===== src/rtl/lsu_pkg.sv =====
// Shared definitions for the load/store memory master.
// funct3 codes, mem_we encodings, FSM states and request decode helpers.
package lsu_pkg;

  localparam logic [2:0] F3_B  = 3'b000;
  localparam logic [2:0] F3_H  = 3'b001;
  localparam logic [2:0] F3_W  = 3'b010;
  localparam logic [2:0] F3_BU = 3'b100;
  localparam logic [2:0] F3_HU = 3'b101;

  localparam logic [1:0] WE_NONE = 2'b00;
  localparam logic [1:0] WE_W    = 2'b01;
  localparam logic [1:0] WE_H    = 2'b10;
  localparam logic [1:0] WE_B    = 2'b11;

  typedef enum logic [2:0] {
    S_IDLE,
    S_STORE,
    S_STORE_BYTES,
    S_LOAD,
    S_LOAD_HI,
    S_RESP
  } state_e;

  // Access size in bytes from funct3[1:0].
  function automatic logic [2:0] f3_size(input logic [2:0] f3);
    logic [2:0] s;
    case (f3[1:0])
      2'b00:   s = 3'd1;
      2'b01:   s = 3'd2;
      default: s = 3'd4;
    endcase
    return s;
  endfunction

  // Stores only allow B/H/W; loads also allow BU/HU.
  function automatic logic f3_legal(input logic st,
                                    input logic [2:0] f3);
    logic ok;
    if (st)
      ok = (f3 == F3_B) || (f3 == F3_H) || (f3 == F3_W);
    else
      ok = (f3 == F3_B) || (f3 == F3_H) || (f3 == F3_W) ||
           (f3 == F3_BU) || (f3 == F3_HU);
    return ok;
  endfunction

  // Write strobe encoding for a single aligned store.
  function automatic logic [1:0] f3_we(input logic [2:0] f3);
    logic [1:0] we;
    case (f3[1:0])
      2'b00:   we = WE_B;
      2'b01:   we = WE_H;
      default: we = WE_W;
    endcase
    return we;
  endfunction

  // A load needs two word reads when it crosses a word boundary.
  function automatic logic ld_split(input logic [1:0] off,
                                    input logic [2:0] f3);
    logic [2:0] ends;
    ends = {1'b0, off} + f3_size(f3);
    return ends > 3'd4;
  endfunction

  // Stores must be naturally aligned to use a single access.
  function automatic logic st_mis(input logic [1:0] off,
                                  input logic [2:0] f3);
    logic m;
    case (f3[1:0])
      2'b01:   m = off[0];
      2'b10:   m = (off != 2'b00);
      default: m = 1'b0;
    endcase
    return m;
  endfunction

endpackage


===== src/rtl/lsu_mem_master_extract.sv =====
// Load data extraction from a two-word window.
// Shifts {hi,lo} by the byte offset and sign/zero extends.
module lsu_load_extract
  import lsu_pkg::*;
(
  input  logic [31:0] hi_buf_i,
  input  logic [31:0] lo_buf_i,
  input  logic [1:0]  off_i,
  input  logic [2:0]  funct3_i,
  output logic [31:0] rdata_o
);

  logic [63:0] win;

  assign win = {hi_buf_i, lo_buf_i} >> {off_i, 3'b000};

  // Pick the low bytes of the window and extend them.
  always_comb begin
    rdata_o = win[31:0];
    unique case (funct3_i)
      F3_B:    rdata_o = {{24{win[7]}}, win[7:0]};
      F3_H:    rdata_o = {{16{win[15]}}, win[15:0]};
      F3_BU:   rdata_o = {24'b0, win[7:0]};
      F3_HU:   rdata_o = {16'b0, win[15:0]};
      default: rdata_o = win[31:0];
    endcase
  end

endmodule


===== src/rtl/lsu_mem_master.sv =====
// Load/store initiator driving the data-memory port.
// Splits misaligned loads into two reads and stores into byte writes.
module lsu_mem_master
  import lsu_pkg::*;
#(
  parameter bit ENABLE_MISALIGNED = 1'b1
) (
  input  logic        clk,
  input  logic        reset,
  input  logic        req_valid,
  output logic        req_ready,
  input  logic        req_store,
  input  logic [2:0]  req_funct3,
  input  logic [31:0] req_addr,
  input  logic [31:0] req_wdata,
  output logic        rsp_valid,
  input  logic        rsp_ready,
  output logic [31:0] rsp_rdata,
  output logic        rsp_err,
  output logic [1:0]  mem_we,
  output logic [31:0] mem_a,
  output logic [31:0] mem_wd,
  input  logic [31:0] mem_rd
);

  state_e      state_q;
  logic        store_q;
  logic [2:0]  f3_q;
  logic [31:0] addr_q;
  logic [31:0] wdata_q;
  logic [1:0]  k_q;
  logic [31:0] lo_buf_q;
  logic [31:0] hi_buf_q;
  logic        req_ready_q;
  logic        rsp_valid_q;
  logic [31:0] rsp_rdata_q;
  logic        rsp_err_q;
  logic [1:0]  mem_we_q;
  logic [31:0] mem_a_q;
  logic [31:0] mem_wd_q;

  logic        req_ok_d;
  logic        req_mis_d;
  logic        reject_d;
  logic [1:0]  k_d;
  logic        last_d;
  logic [31:0] wsh_d;
  logic [31:0] ext_lo_d;
  logic [31:0] ext_hi_d;
  logic [31:0] ext_d;

  // Decode the incoming request and the byte-store step.
  always_comb begin
    req_ok_d  = f3_legal(req_store, req_funct3);
    req_mis_d = req_store ? st_mis(req_addr[1:0], req_funct3)
                          : ld_split(req_addr[1:0], req_funct3);
    reject_d  = !req_ok_d || (req_mis_d && !ENABLE_MISALIGNED);
    k_d       = k_q + 2'd1;
    last_d    = ({1'b0, k_q} == f3_size(f3_q) - 3'd1);
    wsh_d     = wdata_q >> {k_d, 3'b000};
    ext_lo_d  = (state_q == S_LOAD) ? mem_rd : lo_buf_q;
    ext_hi_d  = (state_q == S_LOAD_HI) ? mem_rd : hi_buf_q;
  end

  lsu_load_extract u_ext (
    .hi_buf_i (ext_hi_d),
    .lo_buf_i (ext_lo_d),
    .off_i    (addr_q[1:0]),
    .funct3_i (f3_q),
    .rdata_o  (ext_d)
  );

  // Access sequencer with registered memory and response outputs.
  always_ff @(posedge clk or posedge reset) begin
    if (reset) begin
      state_q     <= S_IDLE;
      store_q     <= 1'b0;
      f3_q        <= 3'b0;
      addr_q      <= 32'b0;
      wdata_q     <= 32'b0;
      k_q         <= 2'b0;
      lo_buf_q    <= 32'b0;
      hi_buf_q    <= 32'b0;
      req_ready_q <= 1'b1;
      rsp_valid_q <= 1'b0;
      rsp_rdata_q <= 32'b0;
      rsp_err_q   <= 1'b0;
      mem_we_q    <= WE_NONE;
      mem_a_q     <= 32'b0;
      mem_wd_q    <= 32'b0;
    end else begin
      unique case (state_q)
        S_IDLE: begin
          if (req_valid && req_ready_q) begin
            store_q     <= req_store;
            f3_q        <= req_funct3;
            addr_q      <= req_addr;
            wdata_q     <= req_wdata;
            k_q         <= 2'b0;
            req_ready_q <= 1'b0;
            if (reject_d) begin
              state_q     <= S_RESP;
              rsp_valid_q <= 1'b1;
              rsp_err_q   <= 1'b1;
              rsp_rdata_q <= 32'b0;
            end else if (req_store && req_mis_d) begin
              state_q  <= S_STORE_BYTES;
              mem_we_q <= WE_B;
              mem_a_q  <= req_addr;
              mem_wd_q <= {24'b0, req_wdata[7:0]};
            end else if (req_store) begin
              state_q  <= S_STORE;
              mem_we_q <= f3_we(req_funct3);
              mem_a_q  <= req_addr;
              mem_wd_q <= req_wdata;
            end else begin
              state_q <= S_LOAD;
              mem_a_q <= req_addr;
            end
          end
        end
        S_STORE: begin
          state_q     <= S_RESP;
          mem_we_q    <= WE_NONE;
          rsp_valid_q <= 1'b1;
          rsp_rdata_q <= 32'b0;
        end
        S_STORE_BYTES: begin
          if (last_d) begin
            state_q     <= S_RESP;
            mem_we_q    <= WE_NONE;
            rsp_valid_q <= 1'b1;
            rsp_rdata_q <= 32'b0;
          end else begin
            k_q      <= k_d;
            mem_a_q  <= addr_q + {30'b0, k_d};
            mem_wd_q <= {24'b0, wsh_d[7:0]};
          end
        end
        S_LOAD: begin
          lo_buf_q <= mem_rd;
          if (ld_split(addr_q[1:0], f3_q)) begin
            state_q <= S_LOAD_HI;
            mem_a_q <= {addr_q[31:2], 2'b00} + 32'd4;
          end else begin
            state_q     <= S_RESP;
            rsp_valid_q <= 1'b1;
            rsp_rdata_q <= ext_d;
          end
        end
        S_LOAD_HI: begin
          hi_buf_q    <= mem_rd;
          state_q     <= S_RESP;
          rsp_valid_q <= 1'b1;
          rsp_rdata_q <= ext_d;
        end
        S_RESP: begin
          if (rsp_ready) begin
            state_q     <= S_IDLE;
            rsp_valid_q <= 1'b0;
            rsp_err_q   <= 1'b0;
            rsp_rdata_q <= 32'b0;
            req_ready_q <= 1'b1;
          end
        end
        default: state_q <= S_IDLE;
      endcase
    end
  end

  assign req_ready = req_ready_q;
  assign rsp_valid = rsp_valid_q;
  assign rsp_rdata = rsp_rdata_q;
  assign rsp_err   = rsp_err_q;
  assign mem_we    = mem_we_q;
  assign mem_a     = mem_a_q;
  assign mem_wd    = mem_wd_q;

endmodule


===== config.mk =====
export PLATFORM = sky130hd
export DESIGN_NAME = lsu_mem_master
export DESIGN_NICKNAME = d
export VERILOG_FILES = /design/src/rtl/lsu_pkg.sv /design/src/rtl/lsu_mem_master_extract.sv /design/src/rtl/lsu_mem_master.sv
export SDC_FILE = /design/constraint.sdc
export NUM_CORES = 1
export LEC_CHECK = 0
export CORE_MARGIN = 2
export CORE_UTILIZATION = 48
export DETAILED_ROUTE_END_ITERATION = 8
export PLACE_DENSITY = 0.71
export SYNTH_ARGS = -nofsm -noshare
export SYNTH_HDL_FRONTEND = slang
export SYNTH_SLANG_ARGS = --single-unit
export TNS_END_PERCENT = 20

===== constraint.sdc =====
create_clock -name clk -period 9.35 [get_ports clk]
set_input_delay 1.87 -clock clk [delete_from_list [all_inputs] [get_ports clk]]
set_output_delay 1.87 -clock clk [all_outputs]
set_load 0.005 [all_outputs]

== Word-level counts from Yosys, hierarchy flattened ==
Index checks and enable logic that the tools add are counted.
W data, S select, Z words.
Operators by class
  reductions and logical operators: 29
  eq/ne operators: 25
  shifts and indexed selects: 2
  order comparisons: 2
  $add $sub $neg: 6
  muxes and demuxes: 54
Operators with widths (count)
  $mux W32: 16
  $pmux W32 S6: 1
  $pmux W32 S4: 1
  $pmux W32 S3: 1
  $pmux W32 S2: 1
  $shr A64 B5 Y32: 1
  $add A32 B2 Y32: 1
  $add A32 B3 Y32 const B: 1
  $shr A32 B5 Y8: 1
  $eq A3 B3 Y1 const B: 6
  $mux W2: 9
  $mux W3: 5
  $pmux W3 S5: 1
  $reduce_and A5 Y1: 3
  $ne A2 B2 Y1 const B: 7
  $pmux W3 S2: 2
  $reduce_and A6 Y1: 2
  $mux W1: 10
  $eq A3 B1 Y1 const B: 3
  $eq A3 B2 Y1 const B: 3
  $logic_not A3 Y1: 3
  $reduce_and A3 Y1: 3
  $pmux W2 S2: 2
  $add A2 B3 Y3: 2
  other kinds (21): 33
Storage, ports and cells
  input port bits: 104
  bits in registers: 237

== Logic depth before layout (Yosys ltp) ==
  depth in word-level cells: 10
  gate-level depth with buffers: 11
  depth with buffers taken out: 8

== Hierarchy ==
A second synthesis with hierarchy kept.
Unflattened totals
  cells, all modules: 1300
  area, all modules: 12540.8 sq um
By module, submodules not included
  lsu_mem_master: times used 1, cells an instance 1199, area an instance 11421.0 sq um
  lsu_load_extract: times used 1, cells an instance 101, area an instance 1119.8 sq um

== Least setup slack after synthesis ==
OpenSTA, ideal clock, no wires.
  kind: input port to flip-flop
  from: in req_funct3[1]
  to: reg rsp_rdata_q[16] (netlist: rsp_rdata[16])
  required time: 9.198 ns
  buffers on the path: 2
  arrival time: 3.440 ns
  path slack: 5.757 ns
  stages: 9
  cell sequence: inv_1 ha_1 o2bb2ai_1 a211oi_1 o21ai_0 and2_1 buf_1 buf_2 o221ai_2
On the way
  cells in the longest elaborated chain, start to end: 8
  elaborated cells on any way between the ends: 12
  those cells by class: eq/ne: 5; mux: 1; reduce/logical: 6
RTL lines
  start, declared: line lsu_mem_master.sv:13  | input logic [2:0] req_funct3,
  $eq A3 B1 Y1 / $logic_not A3 Y1 (equally long branches): line lsu_pkg.sv:41, lsu_pkg.sv:43
  $logic_or A1 B1 Y1 (2 in series): line lsu_pkg.sv:41, lsu_pkg.sv:43
  $logic_or A1 B1 Y1: line lsu_pkg.sv:43  | ok = (f3 == F3_B) || (f3 == F3_H) || (f3 == F3_W) ||
  $logic_or A1 B1 Y1: line lsu_pkg.sv:44  | (f3 == F3_BU) || (f3 == F3_HU);
  $mux W1 (*): line lsu_pkg.sv:40  | if (st)
  $ne A2 B2 Y1 (no source line) (*)
  $reduce_and A6 Y1 (no source line) (*)
  end signal, assigned: line lsu_mem_master.sv:148  | rsp_rdata_q <= ext_d;
  end signal, assigned: line lsu_mem_master.sv:155  | rsp_rdata_q <= ext_d;
  end, declared: line lsu_mem_master.sv:36  | logic [31:0] rsp_rdata_q;
Mark *: on every way between the ends. The rest lies on a longest branch, timed or not.
A chain may end at the register's enable or synchronous reset.

== Worst setup path in the final report ==
  from: reg f3_q[1]
  to: reg rsp_rdata_q[27] (netlist: rsp_rdata[27])
On the way
  cells in the longest elaborated chain, start to end: 7
  elaborated cells on any way between the ends: 18
  those cells by class: add/sub: 2; order compare: 1; eq/ne: 7; mux: 5; reduce/logical: 3
RTL lines
  start, declared: line lsu_mem_master.sv:28  | logic [2:0] f3_q;
  start signal, assigned: line lsu_mem_master.sv:96  | f3_q <= req_funct3;
  $eq A2 B1 Y1 / $logic_not A2 Y1 (equally long branches): line lsu_pkg.sv:28  | case (f3[1:0])
  $pmux W3 S2: line lsu_pkg.sv:28
  $mux W3: line lsu_mem_master.sv:92  | unique case (state_q)
  $add A2 B3 Y3: line lsu_pkg.sv:63  | ends = {1'b0, off} + f3_size(f3);
  $gt A3 B3 Y1: line lsu_pkg.sv:64  | return ends > 3'd4;
  $ne A2 B2 Y1 (no source line)
  $reduce_and A6 Y1 (no source line)
Several ways; a longest one is shown, not always the timed one. The select of a mux whose other input is x is not followed.

==> flow_summary.toml <==
[run_status]
outcome = "completed"

[logic_synthesis]
netlist_area_um2 = 11700
synth_edf_count = 0
yosysSeqAreaShare = 0.490
ys_warn_count = 0
post_synth.cell_area_avg_um2 = 10.4
async_reset_ff_frac = 1.00
synthMuxAreaShare = 0.156
synthSimpleGateAreaFrac = 0.139
ys_top_cells_by_area = "dfrtp_1, mux4_2, nand2_1"
synth_xor_area_frac = 0.0105
synthAdderAreaFrac = 0.0109
synth_top_family_by_area = "multiplexers"
synth_top_area_cell = "dfrtp_1"
synth_compound_area_frac = 0.139
synth_fp_nets = 1237
synth_cells = 1124
ys_types = 64
yosys_register_bits = 229
synth_ff_type = "dfrtp_1"
netlist.area_leader.share = 0.488

[layout]
register_area_um2 = 5730
drive_above_1_share = 0.102
design_area_um2 = 14800
multi_input_area_um2 = 5370
fill_cells = 2097
final_util = 0.613
area_growth_pct = 26.4
num-nets-final = 1402
final_cell_count_no_fill = 1634
layout_common_cells = "nand2_1, dfrtp_1, clkdlybuf4s50_1, inv_1, mux2i_1"

[cts]
cts_max_level = 1
cts_buffers = 25
cts_resized = 0
clock-sinks = 229
holdBufCountCts = 0
clock_path_buffers = 3
root_buffer = "clkbuf_16"
cts_tree = "built"
clkLatencyLatePin_ns = 0.53
cts_setup_buffers = 0
clkTransAtPathRegs_ns = 0.06

[floorplan]
die_y_um = 160
fp-row-count = 57
io_pins = 205
start_util = 0.485
fp.dieW_um = 160
coreArea_um2 = 24100
dieArea_um2 = 25600

[critical_path]
cp_cell_sequence = "nor2_1, ha_1, fa_1, o22a_1, and2_1, o21ai_0, nand2_1, o221ai_1"
crit_required_ns = 9.76
slowest_stage = "nor2_1"
r2r-end = "rsp_rdata[27]"
end_kind = "register"
crit_path_max_incr_delay_ns = 0.86
cp-startpoint = "f3_q[1]"
rrSetupSlack_ns = 5.29
ff2ff_path_depth = 8
cp.arrival_ns = 4.47
startpoint_type = "register"
r2r_start = "f3_q[1]"
critPathBufInv = 0
critical_path.top_delay_family = "simple AND/OR/NAND/NOR gates"
crit_end = "rsp_rdata[27]"
critical_path_class = "reg2reg"
cp_max_fo = 16
worstSetupPathDepth = 8

[sta]
period_needed_ns = 4.06
tightest_slew_ns = 1.07
max_slew_margin = 0.283
setup_viol = 0
slew_violations = 0
setup_tns_ns = 0
whs_ns = 0.470
period_share = 0.434
setup_slack_ns = 5.29
rsz0062_at_grt = "no"
max_freq_mhz = 246
hold_violations = 0
clock_skew_ns = 0.0217

[global_routing]
global_route.overflow_total = 0
grt_max_degree = 83
track_usage = 0.242
grt_first_pass_wirelength_um = 50500
antenna_found_initial = 4
grt_pass1_vias = 9411

[route]
antenna_left = 0
wl_um = 30900
wire_per_inst_um = 18.9
dr_total_vias = 9273
dr.pass1.iters = 5
drc_errors = 0
drtIter0Drc = 469
vias_per_cell = 5.68

[placed_design]
hpwl_um = 20500
dp_cells = 1586
preCtsSetupSlack_ns = 4.74
placed_area_um2 = 14000
gp_congestion = 0.831
io_buffers = 204

[worst_hold_path]
holdPathStages = 2
hold_path_startpoint = "hi_buf_q[18]"
min_path_type = "reg2reg"

[power_and_ir_drop]
peakVddDrop_mv = 0.125
p_total_mw = 2.08
p_leak_nw = 6.82
powerDensity_nw_per_um2 = 141

[run]
cap_violations = 0
layer usage:
metal  global-route usage  up-vias  wire length, um
met5                    0        -               24
met4               0.0549        4              588
met3               0.0574       44             1970
met2                0.392      254            14600
met1                0.335     4662            13700
li1                     -     4309                -
how the worst min path moves through the flow:
| stage | to | slack [ns] |
|---|---|---|
| final | hi_buf_q[18] | 0.47 |
| after CTS | hi_buf_q[18] | 0.47 |
| after global routing | wdata_q[1] | 0.49 |
| after global placement | wdata_q[4] | 0.45 |
| after floorplan | lo_buf_q[7] | 0.44 |
| after detailed placement | hi_buf_q[18] | 0.46 |
cell usage after synthesis (all sizes together), types with 3 or more instances:
| cell type | instances |
|---|---|
| a21o | 13 |
| nor3 | 15 |
| nor2 | 39 |
| ha | 7 |
| xnor2 | 5 |
| clkbuf | 52 |
| nand4 | 10 |
| mux2 | 14 |
| or4 | 4 |
| and4 | 4 |
| mux2i | 79 |
| o311a | 3 |
| inv | 81 |
| o221ai | 16 |
| o31a | 18 |
| nor3b | 4 |
| nand3 | 8 |
| mux4 | 39 |
| a311oi | 3 |
| and3 | 4 |
| nor4 | 21 |
| nor2b | 6 |
| a31oi | 15 |
| a22o | 26 |
| o21ai | 45 |
| nand2 | 226 |
| xor2 | 9 |
| dfrtp | 228 |
| o21a | 3 |
| a211oi | 8 |
| o31ai | 7 |
| a21oi | 25 |
| buf | 27 |
| and2 | 6 |
| or3 | 4 |
| nand3b | 3 |
| o2bb2ai | 17 |
| nand2b | 4 |
report_power, final:
group          internal [mW]  switching [mW]  total [mW]
logic                 0.0618          0.0535       0.115
clock network          0.558           0.407       0.965
registers               1.00         0.00418        1.00
worst register-to-register path: cells and delay by family (launching register included):
family                   cells  cell delay, ns
AO/OA/AOI/OAI                3            1.00
adder cells (fa/ha/maj)      2            0.74
flip-flops                   1            0.54
AND/OR/NAND/NOR              3            1.68
registers in the layout (all words and copies together) (netlist names):
register and cells:
addr_q 32, f3_q 3, hi_buf_q 24, k_q 2, lo_buf_q 32, mem_a 32, mem_wd 32, mem_we 2
req_ready 1, rsp_err 1, rsp_rdata 32, rsp_valid 1, state_q 3, wdata_q 32
area by class of cell:
type	instances	area share
antenna	2	0.000339
clock buffer	39	0.0513
clock inverter	7	0.00313
inverter	82	0.0213
multi-input combinational	734	0.364
sequential	229	0.388
tap	324	0.0274
timing repair buffer	217	0.145
logic make-up after synthesis:
| family | Yosys count |
|---|---|
| AO/OA/AOI/OAI | 215 |
| XOR/XNOR | 14 |
| adder cells (fa/ha/maj) | 9 |
| buffers and inverters | 161 |
| flip-flops | 229 |
| multiplexers | 132 |
| AND/OR/NAND/NOR | 364 |
Note: power is estimated with default switching activity, not from simulation.
